File: config.mk
export PLATFORM = sky130hd
export DESIGN_NAME = reset_stretch_sync
export DESIGN_NICKNAME = d
export VERILOG_FILES = /design/src/rtl/reset_stretch_sync.sv
export SDC_FILE = /design/constraint.sdc
export NUM_CORES = 1
export LEC_CHECK = 0
export BUFFER_PORTS_ARGS = -buffer_cell sky130_fd_sc_hd__clkbuf_2
export CORE_MARGIN = 2
export CORE_UTILIZATION = 52
export DETAILED_ROUTE_END_ITERATION = 7
export GPL_TIMING_DRIVEN = 0
export PLACE_DENSITY = 0.78
export SETUP_SLACK_MARGIN = 0.15
export SYNTH_ARGS = -nofsm -noshare
export SYNTH_HDL_FRONTEND = slang
export SYNTH_SLANG_ARGS = --single-unit
File: constraint.sdc
create_clock -name C -period 1.82 [get_ports C]
set_input_delay 0 -clock C [delete_from_list [all_inputs] [get_ports C]]
set_output_delay 0 -clock C [all_outputs]
set_load 0.01 [all_outputs]
File: src/rtl/reset_stretch_sync.sv
// reset_stretch_sync: active-high asynchronous clear for FDCE banks, released only after a synchronised
// reset release, a qualified PLL lock and a programmable stretch. Optional macro: LOCK_LOSS_RESET_EN.
module reset_stretch_sync #(
  parameter int SYNC_STAGES    = 2,
  parameter int STRETCH_CYCLES = 16,
  parameter int CNT_W          = 8
) (
  input  logic             C,
  input  logic             RST_N,
  input  logic             LOCKED,
  input  logic             SW_RST,
  output logic             CLR,
  output logic             CLR_N,
  output logic             READY,
  output logic [CNT_W-1:0] EVT_CNT
);

  localparam int SCW = (STRETCH_CYCLES > 1) ? $clog2(STRETCH_CYCLES) : 1;
  localparam logic [SCW-1:0]   CNT_ZERO     = SCW'(0);
  localparam logic [SCW-1:0]   CNT_ONE      = SCW'(1);
  localparam logic [SCW-1:0]   STRETCH_LAST = SCW'(STRETCH_CYCLES - 1);
  localparam logic [CNT_W-1:0] EVT_ZERO     = CNT_W'(0);
  localparam logic [CNT_W-1:0] EVT_ONE      = CNT_W'(1);
  localparam logic [CNT_W-1:0] EVT_MAX      = {CNT_W{1'b1}};

  typedef enum logic [1:0] {
    WAIT_LOCK = 2'd0,
    STRETCH   = 2'd1,
    RUN       = 2'd2
  } state_t;

  logic [SYNC_STAGES-1:0] rst_pipe_r;
  logic [SYNC_STAGES-1:0] lock_pipe_r;
  logic                   rst_sync_s;
  logic                   lock_sync_s;
  logic                   lock_lost_s;
  state_t                 state_r;
  state_t                 state_nx_s;
  logic [SCW-1:0]         cnt_r;
  logic [SCW-1:0]         cnt_nx_s;
  logic                   exit_run_s;
  logic                   clr_r;
  logic                   clr_n_r;
  logic                   ready_r;
  logic [CNT_W-1:0]       evt_cnt_r;

  function automatic logic [CNT_W-1:0] sat_inc(input logic [CNT_W-1:0] v);
    return (v == EVT_MAX) ? v : v + EVT_ONE;
  endfunction

  // Release synchroniser: clears asynchronously, shifts in a 1 per edge once RST_N is high.
  always_ff @(posedge C or negedge RST_N) begin
    if (!RST_N) begin
      rst_pipe_r <= {SYNC_STAGES{1'b0}};
    end else begin
      rst_pipe_r <= {rst_pipe_r[SYNC_STAGES-2:0], 1'b1};
    end
  end

  // Lock synchroniser: LOCKED is asynchronous to C.
  always_ff @(posedge C or negedge RST_N) begin
    if (!RST_N) begin
      lock_pipe_r <= {SYNC_STAGES{1'b0}};
    end else begin
      lock_pipe_r <= {lock_pipe_r[SYNC_STAGES-2:0], LOCKED};
    end
  end

  assign rst_sync_s  = rst_pipe_r[SYNC_STAGES-1];
  assign lock_sync_s = lock_pipe_r[SYNC_STAGES-1];

`ifdef LOCK_LOSS_RESET_EN
  assign lock_lost_s = ~lock_sync_s;
`else
  assign lock_lost_s = 1'b0;
`endif

  // Next-state and stretch-counter logic; lock loss takes priority over a soft reset.
  always_comb begin
    state_nx_s = state_r;
    cnt_nx_s   = cnt_r;
    exit_run_s = 1'b0;
    if (!rst_sync_s) begin
      state_nx_s = WAIT_LOCK;
      cnt_nx_s   = CNT_ZERO;
    end else begin
      case (state_r)
        WAIT_LOCK: begin
          cnt_nx_s = CNT_ZERO;
          if (lock_sync_s) begin
            state_nx_s = STRETCH;
          end else begin
            state_nx_s = WAIT_LOCK;
          end
        end
        STRETCH: begin
          if (lock_lost_s) begin
            state_nx_s = WAIT_LOCK;
            cnt_nx_s   = CNT_ZERO;
          end else if (SW_RST) begin
            state_nx_s = STRETCH;
            cnt_nx_s   = CNT_ZERO;
          end else if (cnt_r == STRETCH_LAST) begin
            state_nx_s = RUN;
            cnt_nx_s   = CNT_ZERO;
          end else begin
            state_nx_s = STRETCH;
            cnt_nx_s   = cnt_r + CNT_ONE;
          end
        end
        RUN: begin
          cnt_nx_s = CNT_ZERO;
          if (lock_lost_s) begin
            state_nx_s = WAIT_LOCK;
            exit_run_s = 1'b1;
          end else if (SW_RST) begin
            state_nx_s = STRETCH;
            exit_run_s = 1'b1;
          end else begin
            state_nx_s = RUN;
          end
        end
        default: begin
          state_nx_s = WAIT_LOCK;
          cnt_nx_s   = CNT_ZERO;
        end
      endcase
    end
  end

  // State, counter and outputs; outputs follow next-state so CLR moves on the transition edge.
  always_ff @(posedge C or negedge RST_N) begin
    if (!RST_N) begin
      state_r   <= WAIT_LOCK;
      cnt_r     <= CNT_ZERO;
      clr_r     <= 1'b1;
      clr_n_r   <= 1'b0;
      ready_r   <= 1'b0;
      evt_cnt_r <= EVT_ZERO;
    end else begin
      state_r <= state_nx_s;
      cnt_r   <= cnt_nx_s;
      clr_r   <= (state_nx_s != RUN);
      clr_n_r <= (state_nx_s == RUN);
      ready_r <= (state_nx_s == RUN);
      if (exit_run_s) begin
        evt_cnt_r <= sat_inc(evt_cnt_r);
      end else begin
        evt_cnt_r <= evt_cnt_r;
      end
    end
  end

  assign CLR     = clr_r;
  assign CLR_N   = clr_n_r;
  assign READY   = ready_r;
  assign EVT_CNT = evt_cnt_r;

endmodule

==> flow_summary.toml <==
[sta]
setup_tns_ns = 0
skew_ns = 0.005891
hold_viol = 0
finalCritPeriodShare = 0.8513
rsz0062_at_grt = "no"
slew_viol_final = 0
min_period_ns = 1.549
finalSetupViolCount = 0
fmax_ghz = 0.6454

[critical_path]
arrival_ns = 1.75
start_kind = "flip-flop"
crit_path_max_incr_delay_ns = 0.42
cp_num_buf_inv = 0
crit_slowest_cell = "dfrtp_1"
worstPathMaxFanout = 8
path_class = "reg2reg"
cp_cell_sequence = "ha_1, nand3_1, o21ai_4, mux2_2"
r2r_slack_ns = 0.27
crit_family = "flip-flops"
end_kind = "flip-flop"
worstPathRequired_ns = 2.02

[synthesis]
syn_area_per_cell_um2 = 12.08
yosysSeqAreaShare = 0.6021
ys_types = 25
syn_area_um2 = 833.3
netlist.area_leader.share = 0.5706
synth_nets = 75
ys_ff_latch = 20
ys_top_cells_by_area = "dfrtp_1, xor2_1, dfstp_2"
synth_top_cell_by_area = "dfrtp_1"
synth_warnings = 0
syn_inst = 69

[die]
dieHeight_um = 44.03
ioPinCount = 15
rows = 14
start_util = 0.5532
fp.coreArea_um2 = 1506
die_w_um = 44.03
dieArea_um2 = 1939

[detailed_routing]
vias = 552
drtIter0Drc = 5
firstDrtPassIters = 2
wl_mm = 1.282
wire_per_inst_um = 11.98
ant_nets = 0
viasPerCell = 5.159
drc_errors = 0

[global_routing]
overflow = 0
grt_max_degree = 21
gr-usage-all-layers = 0.1488
grt_pass1_wl_mm = 2.021
met3_usage = 0.02449
grt_antenna_before_repair = 0
first_global_vias = 461
met1_usage = 0.1978
use_met2 = 0.2206
grt-busiest-layer = "met2"

[power_and_ir_drop]
worst_ir_drop_vdd_v = 0.0006033
power.switching_uw = 160.5
p_comb_frac = 0.026
power_uw = 843.1
clkPwrFrac = 0.435
seqPwrFrac = 0.540
p_int_uw = 682.6
p_leak_uw = 0.0005399
power.density_nw_per_um2 = 834.0
switching_share = 0.1904

[finish]
diodes = 0
fin_nets = 98
layout-drive-gt1-share = 0.2747
postLayoutCellArea_um2 = 1011
area_growth_pct = 21.32

[clocking]
clk_pin_slew_worst_paths_ns = 0.12
clock_latency_ns = 0.31
cts_sinks = 20
clockRootBuffer = "clkbuf_4"
htreeDepth = 1
clockBufferDepth = 2
cts_tree = "yes"
cts_buffers = 3

[status]
status = "completed"

[place]
place_hpwl_um = 868
port_buffers = 14
place_congestion = 0.7605
placed_area_um2 = 923.4

[min_path]
hold_class = "in2reg"

[run]
maxCapViolCount = 0
==> layout make-up <==
cell class / count / area (um2)
timing repair buffer: 18 / 105.1
tap: 16 / 20.02
clock buffer: 3 / 22.52
multi-input combinational: 46 / 316.6
sequential: 20 / 501.7
clock inverter: 1 / 30.03
inverter: 2 / 7.507
fill: 111 / 495.5
buffer: 1 / 7.507
==> power groups by stage <==
stage          combinational (uW)  clock [uW]  sequential [uW]
6_report                     21.6         366              455
4_1_cts                      22.5         367              455
5_1_grt                      24.7         387              456
3_3_place_gp                 18.6           0              463
3_5_place_dp                 19.1           0              464
2_1_floorplan                6.02           0              463
==> layer usage <==
layer	part of all wire	routed length, um
met2	0.50	642
met1	0.45	572
met5	0	0
met3	0.027	34
met4	0.026	33
==> cells in the mapped netlist, drive strengths merged <==
master	instances
a21oi	2
and2	2
and3	1
and4b	1
buf	1
conb	1
dfrtp	19
dfstp	1
ha	2
inv	2
mux2	1
nand2	5
nand2b	1
nand3	4
nand4	1
nor2	7
nor3	2
nor3b	1
nor4	1
o21ai	3
or2b	1
or3b	1
xnor2	1
xor2	8
==> final timing paths <==
kind | startpoint | to | depth (start not counted)
max | EVT_CNT[0] | EVT_CNT[1] | 4
min | SW_RST | READY | 3
max reg2reg | EVT_CNT[0] | EVT_CNT[1] | 4
min reg2reg | lock_pipe_r[0] | lock_pipe_r[1] | 0
max in group asynchronous | RST_N | CLR | 2
min in group asynchronous | RST_N | rst_pipe_r[0] | 2
==> metrics by stage <==
| step | hold WS [ns] | setup WS, ns | util | cells |
|---|---|---|---|---|
| after floorplan | -0.2956 | 0.2937 | - | 69 |
| after global placement | -0.02207 | 0.2640 | 0.6130 | 99 |
| after detailed placement | -0.01419 | 0.2359 | 0.6130 | 99 |
| after CTS | 0.01481 | 0.2153 | 0.6611 | 105 |
| after global routing | 0.02198 | 0.1370 | 0.6711 | 107 |
| final | 0.01606 | 0.2706 | 0.6711 | 107 |
==> worst reg2reg max path: stages (launching register included) <==
cell     delay (ns)
dfrtp_1        0.42
ha_1           0.19
nand3_1        0.17
o21ai_4        0.30
mux2_2         0.37
==> state kept, by name, indices dropped and copies added, names as in the netlist <==
register	cells
EVT_CNT	8
cnt_r	4
lock_pipe_r	2
rst_pipe_r	2
state_r	2
CLR	1
READY	1
==> kinds of logic (layout without fill, tap and decap cells) <==
family	count (synthesis)	in the layout	share of synthesized area
AO/OA/AOI/OAI	5	5	0.04355
XOR/XNOR	9	9	0.09460
adder cells (fa/ha/maj)	2	2	0.03003
buffers and inverters	3	25	0.01802
flip-flops	20	20	0.6021
multiplexers	1	1	0.01351
other	1	1	0.004500
AND/OR/NAND/NOR	28	28	0.1937
==> layout by cell type (no fill, tap or decap) <==
cell type and count:
conb_1 1, and2_1 2, nor3b_1 1, xor2_1 8
or2b_1 1, nand2_1 5, mux2_2 1, nor4_4 1
nor3_1 2, dfstp_2 1, buf_4 3, o21ai_4 1
o21ai_0 2, clkbuf_2 14, a21oi_1 2, or3b_1 1
inv_1 2, nand3_1 4, nand2b_1 1, dlygate4sd3_1 2
dfrtp_1 19, bufinv_16 1, nor2_1 7, and3_1 1
clkbuf_4 3, nand4_1 1, xnor2_1 1, and4b_1 1
ha_1 2
==> timing repair <==
item,4_1_cts,5_1_grt
gates resized for setup,0,0
hold buffers,2,0
hold endpoints to repair,21,0
setup buffers,0,2
setup endpoints to repair,0,1
Note: power is estimated with default switching activity, not from simulation.
